### config.mk
export PLATFORM = sky130hd
export DESIGN_NAME = alu_share_arbiter
export DESIGN_NICKNAME = d
export VERILOG_FILES = /design/src/rtl/alu_share_arbiter.sv
export SDC_FILE = /design/constraint.sdc
export NUM_CORES = 1
export LEC_CHECK = 0
export BUFFER_PORTS_ARGS = -buffer_cell sky130_fd_sc_hd__clkbuf_2
export CORE_AREA = 3 3 233 235
export DETAILED_ROUTE_END_ITERATION = 6
export DIE_AREA = 0 0 236 238
export GPL_TIMING_DRIVEN = 0
export SYNTH_ARGS = -nofsm -noshare
export SYNTH_HDL_FRONTEND = slang
export SYNTH_SLANG_ARGS = --single-unit
export TNS_END_PERCENT = 1
### constraint.sdc
create_clock -name clk -period 3.4 [get_ports clk]
set_input_delay 0.68 -clock clk [delete_from_list [all_inputs] [get_ports clk]]
set_output_delay 0.68 -clock clk [all_outputs]
set_load 0.02 [all_outputs]
### src/rtl/alu_share_arbiter.sv
// Two-port arbiter in front of one shared combinational ALU.
// Each port gets a registered response slot filled one cycle after grant.
package CorePack;
  typedef logic [63:0] data_t;
  typedef enum logic [3:0] {
    ALU_DEFAULT = 4'd0,
    ALU_ADD     = 4'd1,
    ALU_SUB     = 4'd2,
    ALU_AND     = 4'd3,
    ALU_OR      = 4'd4,
    ALU_XOR     = 4'd5,
    ALU_SLL     = 4'd6,
    ALU_SRL     = 4'd7,
    ALU_SRA     = 4'd8,
    ALU_SLT     = 4'd9,
    ALU_SLTU    = 4'd10
  } alu_op_enum;
endpackage

module alu_share_arbiter
  import CorePack::*;
#(
  parameter int RR_EN  = 1,
  parameter int DATA_W = 64
) (
  input  logic              clk,
  input  logic              rstn,
  input  logic              req0_valid,
  output logic              req0_ready,
  input  logic [DATA_W-1:0] req0_a,
  input  logic [DATA_W-1:0] req0_b,
  input  alu_op_enum        req0_op,
  output logic              resp0_valid,
  input  logic              resp0_ready,
  output logic [DATA_W-1:0] resp0_res,
  input  logic              req1_valid,
  output logic              req1_ready,
  input  logic [DATA_W-1:0] req1_a,
  input  logic [DATA_W-1:0] req1_b,
  input  alu_op_enum        req1_op,
  output logic              resp1_valid,
  input  logic              resp1_ready,
  output logic [DATA_W-1:0] resp1_res,
  output logic [DATA_W-1:0] alu_a,
  output logic [DATA_W-1:0] alu_b,
  output alu_op_enum        alu_op,
  input  logic [DATA_W-1:0] alu_res
);

  logic elig0;
  logic elig1;
  logic gnt0;
  logic gnt1;
  logic rr_ptr;

  // A full slot may still accept if it drains this same cycle.
  assign elig0 = req0_valid && (!resp0_valid || resp0_ready);
  assign elig1 = req1_valid && (!resp1_valid || resp1_ready);

  always_comb begin
    gnt0 = 1'b0;
    gnt1 = 1'b0;
    if (elig0 && elig1) begin
      if ((RR_EN != 0) && rr_ptr) gnt1 = 1'b1;
      else                        gnt0 = 1'b1;
    end else begin
      gnt0 = elig0;
      gnt1 = elig1;
    end
  end

  assign req0_ready = gnt0;
  assign req1_ready = gnt1;

  always_comb begin
    alu_a  = '0;
    alu_b  = '0;
    alu_op = ALU_DEFAULT;
    unique case (1'b1)
      gnt0: begin
        alu_a  = req0_a;
        alu_b  = req0_b;
        alu_op = req0_op;
      end
      gnt1: begin
        alu_a  = req1_a;
        alu_b  = req1_b;
        alu_op = req1_op;
      end
      default: ;
    endcase
  end

  always_ff @(posedge clk or negedge rstn) begin
    if (!rstn) begin
      rr_ptr <= 1'b0;
    end else if (gnt0) begin
      rr_ptr <= 1'b1;
    end else if (gnt1) begin
      rr_ptr <= 1'b0;
    end
  end

  always_ff @(posedge clk or negedge rstn) begin
    if (!rstn) begin
      resp0_valid <= 1'b0;
      resp0_res   <= '0;
    end else if (gnt0) begin
      resp0_valid <= 1'b1;
      resp0_res   <= alu_res;
    end else if (resp0_ready) begin
      resp0_valid <= 1'b0;
    end
  end

  always_ff @(posedge clk or negedge rstn) begin
    if (!rstn) begin
      resp1_valid <= 1'b0;
      resp1_res   <= '0;
    end else if (gnt1) begin
      resp1_valid <= 1'b1;
      resp1_res   <= alu_res;
    end else if (resp1_ready) begin
      resp1_valid <= 1'b0;
    end
  end

endmodule

Yosys cells after proc, flatten, opt, wreduce, memory -nomap -nowiden

Cells that the tools add are included.
W data, S select, Z words.

Multiplexer cells: 13
Reductions and logical operators: 10

Operators by type and width:

| cell                | number |
|---|---|
| $pmux W64 S2        | 2 |
| $mux W1             | 10 |
| $pmux W4 S2         | 1 |
| $reduce_bool A2 Y1  | 3 |
| $logic_and A1 B1 Y1 | 3 |
| $logic_not A1 Y1    | 2 |
| $logic_or A1 B1 Y1  | 2 |

Register bits after elaboration: 131
Input bits: 334
Output and inout bits: 264

Logic depth before layout (Yosys ltp)

Depth after elaboration: 7
Gate-level depth with buffers: 6

Worst setup path before layout

No wires, ideal clock.

Path type: in2out
From: input resp1_ready
To: output alu_a[0]
Data arrival time: 1.894 ns
Required time: 2.720 ns
Slack: 0.826 ns
Stages on the path: 6
Path buffers: 2
Path through: nand2b_4 > a311o_1 > inv_2 > buf_2 > buf_4 > a22o_1

Cells in the longest elaborated chain, start to end: 5
Elaborated cells on any way between the ends: 6

RTL lines:

| item                  | RTL line | text |
|---|---|---|
| start, declared       | 42       | `input logic resp1_ready,` |
| $logic_or A1 B1 Y1 *  | 58       | `assign elig1 = req1_valid && (!resp1_valid \|\| resp1_ready);` |
| $logic_and A1 B1 Y1 * | 58       |  |
| $logic_and A1 B1 Y1   | 63       | `if (elig0 && elig1) begin` |
| $mux W1               | 63       |  |
| $pmux W64 S2 *        | 79       | `unique case (1'b1)` |
| end, declared         | 44       | `output logic [DATA_W-1:0] alu_a,` |

Every way passes the cells marked *; elsewhere a longest branch is shown, timed or not.

Worst setup path after layout

From: register resp0_valid
To: output alu_b[45]

Cells in the longest elaborated chain, start to end: 6
Elaborated cells on any way between the ends: 7

RTL lines:

| item                   | RTL line | text |
|---|---|---|
| start, declared        | 33       | `output logic resp0_valid,` |
| start signal, assigned | 106      | `resp0_valid <= 1'b0;` |
| start signal, assigned | 109      | `resp0_valid <= 1'b1;` |
| start signal, assigned | 112      | `resp0_valid <= 1'b0;` |
| $logic_not A1 Y1 *     | 57       | `assign elig0 = req0_valid && (!resp0_valid \|\| resp0_ready);` |
| $logic_or A1 B1 Y1 *   | 57       |  |
| $logic_and A1 B1 Y1 *  | 57       |  |
| $logic_and A1 B1 Y1    | 63       |  |
| $mux W1                | 63       |  |
| $pmux W64 S2 *         | 79       |  |
| end, declared          | 45       | `output logic [DATA_W-1:0] alu_b,` |

Marks and branches as above.

==> flow_metrics.py <==
metrics = {
    "clocking": {
        "root_buffer": "clkbuf_16",
        "cts_tree": "done",
        "clk_latency_ns": 0.42,
        "clkSinkCount": 131,
        "cts.clk_slew.worst_paths_ns": 0.07,
        "numCtsBuffers": 17,
        "htreeDepth": 4,
        "cts_buffer_depth": 2,
    },
    "place": {
        "place.gp.congestion": 0.893,
        "place_inst": 1731,
        "dp_hpwl_mm": 34.6,
        "port_buffers": 597,
    },
    "layout": {
        "mostFrequentLayoutCell": "clkbuf_2",
        "final_cell_mix": "598 x clkbuf_2, 132 x a22o_1, 131 x dfrtp_1",
        "register_area_um2": 3280,
        "drive_above_1_share_pct": 74.7,
        "area_delta_synth_final_pct": 70.8,
        "fin_nets": 1398,
        "fillers": 5700,
        "multi_input_area_um2": 2860,
        "final_cell_count_no_fill": 1779,
    },
    "worst_setup_path": {
        "cp-start-kind": "flip-flop",
        "r2r_start": "resp0_valid$_DFFE_PN0P_",
        "crit_path_end_kind": "output pin",
        "startpoint": "resp0_valid$_DFFE_PN0P_",
        "crit_fanout": 11,
        "required_ns": 2.72,
        "crit_slowest_cell": "dfrtp_1",
        "max_stage_delay_ns": 0.36,
        "path_class": "reg -> out",
        "cp_cell_sequence": "nor2b_1 > o311ai_4 > buf_12 > inv_2 > buf_4 > buf_2 > a22o_1 > clkbuf_2",
        "crit_arrival_ns": 2.58,
    },
    "synthesis": {
        "yosysWarnings": 0,
        "synth-xor-area-share_pct": 0,
        "synthAdderAreaFrac_pct": 0,
        "syn-cell-area_um2": 6420,
        "synth_top_family_by_area": "multiplexers",
        "synth_compound_area_share_pct": 18.8,
        "avgSynthCellArea_um2": 14.4,
        "synthCells": 445,
        "synthDistinctLibCells": 18,
        "synth_simple_gate_area_share_pct": 0.526,
        "ys_seq_elements": 131,
        "synth.area.mux_share_pct": 25.3,
        "syn_nets": 779,
        "seq_area_frac_synth_pct": 51.1,
    },
    "power_and_ir_drop": {
        "p_int_mw": 4.28,
        "switchingPower_mw": 2.83,
        "pwr-share-seq_pct": 31.3,
        "power_mw": 7.10,
        "leakagePower_nw": 5.85,
        "comb_power_share_pct": 42.9,
        "max-vdd-ir-drop_uv": 432,
        "swShare_pct": 39.8,
        "power_density_nw_per_um2": 648,
        "p_clk_share_pct": 25.8,
    },
    "job": {
        "maxCapViolCount": 0,
    },
    "floorplanning": {
        "pin_count": 598,
        "fp.dieW_um": 236,
        "row_count": 84,
        "coreArea_um2": 52400,
        "start_util_pct": 12.2,
        "die_h_um": 238,
        "dieArea_um2": 56200,
    },
    "global_route": {
        "met3_usage_pct": 7.33,
        "grt_start_max_net_pins": 81,
        "grtUsageTotal_pct": 13.2,
        "met1_usage_pct": 15.2,
        "grt_pass1_wl_mm": 52.1,
        "overflow": 0,
        "grt_pass1_vias": 6893,
        "busiest_layer": "met2",
        "antenna_found_initial": 44,
        "grt.met2_usage_pct": 21.2,
    },
    "detailed_routing": {
        "vias_per_cell": 3.89,
        "ant_nets": 0,
        "firstDrtPassIters": 5,
        "wl_mm": 39.7,
        "num_vias": 6929,
        "drc": 0,
        "wl_per_cell_um": 22.3,
        "drtIter0Drc": 368,
    },
    "timing": {
        "worst_slew_pin_slew_ns": 0.654,
        "slew_violations": 0,
        "hold_violations": 0,
        "max_slew_margin_pct": 56.4,
        "timing.final.crit_share_pct": 96.0,
        "finalCriticalPeriod_ns": 3.26,
        "setup_violations": 0,
        "fin_skew_ns": 0.0105,
        "max_freq_ghz": 0.306,
    },
    "status": {
        "outcome": "complete, no violations",
    },
    "min_path": {
        "min_path_type": "in -> async",
    },
}
path summary, 6_finish.rpt:
check | slack (ns) | endpoint | depth (start not counted)
worst max-delay path | 0.14 | alu_b[45] | 8
worst min-delay path | 0.21 | resp1_res[29]$_DFFE_PN0P_ | 1
worst max register to register | 1.31 | resp1_res[41]$_DFFE_PN0P_ | 7
worst min register to register | 0.50 | resp0_res[49]$_DFFE_PN0N_ | 1
max in group asynchronous | 2.43 | resp0_res[7]$_DFFE_PN0N_ | 2
min in group clk | 0.50 | resp0_res[12]$_DFFE_PN0N_ | 2
kinds of logic after synthesis:
kind of cell	after synthesis
multiplexers	128
AND/OR/NAND/NOR	5
AO/OA/AOI/OAI	136
buffers and inverters	45
flip-flops	131
critical path: cells and delay by family (launching register included):
family / cells / cell delay [ns]
DFF: 1 / 0.36
AOI/OAI and AO/OA: 2 / 0.35
and+or+nand+nor: 1 / 0.28
buffers and inverters: 5 / 1.14
registers in the layout (all words and copies together), names as in the netlist:
register	flops
resp1_res	64
resp0_valid	1
rr_ptr	1
resp0_res	64
resp1_valid	1
synthesized netlist by cell type:
library cell,instances,share of area (%)
a22o_1,132,18
dfrtp_1,131,51
mux2_2,79,14
mux2_4,49,11
buf_2,23,1.8
buf_4,9,1.1
buf_6,6,1.1
clkbuf_1,4,0.23
inv_2,2,0.12
nand2_1,2,0.12
a21oi_1,1,0.078
a311o_1,1,0.16
a31oi_1,1,0.098
inv_1,1,0.058
nand2b_1,1,0.098
nand2b_4,1,0.21
nor2b_1,1,0.098
o311ai_4,1,0.41
per-layer routing:
layer,routed length [µm],up-vias
met5,174,-
met4,1040,30
met3,5740,83
met2,17900,441
met1,14800,3398
li1,-,2977
metrics by stage:
stage / hold slack, ns / util (%) / worst slack [ns] / TNS (ns) / cell area [µm²]
6_report: 0.214 / 20.9 / 0.136 / 0 / 11000
5_1_grt: 0.224 / 20.8 / -0.00708 / -0.00789 / 10900
4_1_cts: 0.206 / 20.8 / 0.00574 / 0 / 10900
3_5_place_dp: 0.492 / 19.6 / -0.0309 / -0.0563 / 10300
3_3_place_gp: 0.489 / 19.6 / -0.358 / -44.64 / 10300
2_1_floorplan: 0.384 / - / 0.826 / 0 / 6420
area by class of cell:
cell class,instances,area share [%]
antenna,14,0.320
buffer,42,2.49
clock buffer,17,3.88
clock inverter,15,1.51
inverter,3,0.103
multi-input combinational,269,26.1
sequential,131,29.9
tap,688,7.85
timing repair buffer,600,27.8
repair_timing:
item / 4_1_cts / 5_1_grt
gates resized for setup: 2 / 4
hold buffers: 0 / 0
pin swaps: 0 / 1
setup buffers: 0 / 2
setup endpoints to repair: 33 / 24
hold endpoints to repair: 0 / 0
power groups by stage:
| stage | combinational, mW | clock, mW | sequential (mW) |
|---|---|---|---|
| after floorplan | 1.30 | 0 | 2.73 |
| after global placement | 3.00 | 0 | 2.22 |
| after detailed placement | 3.05 | 0 | 2.23 |
| after CTS | 3.06 | 1.89 | 2.22 |
| after global routing | 3.20 | 1.95 | 2.27 |
| final | 3.05 | 1.84 | 2.22 |
No activity file was read; power rests on OpenSTA's default activity.
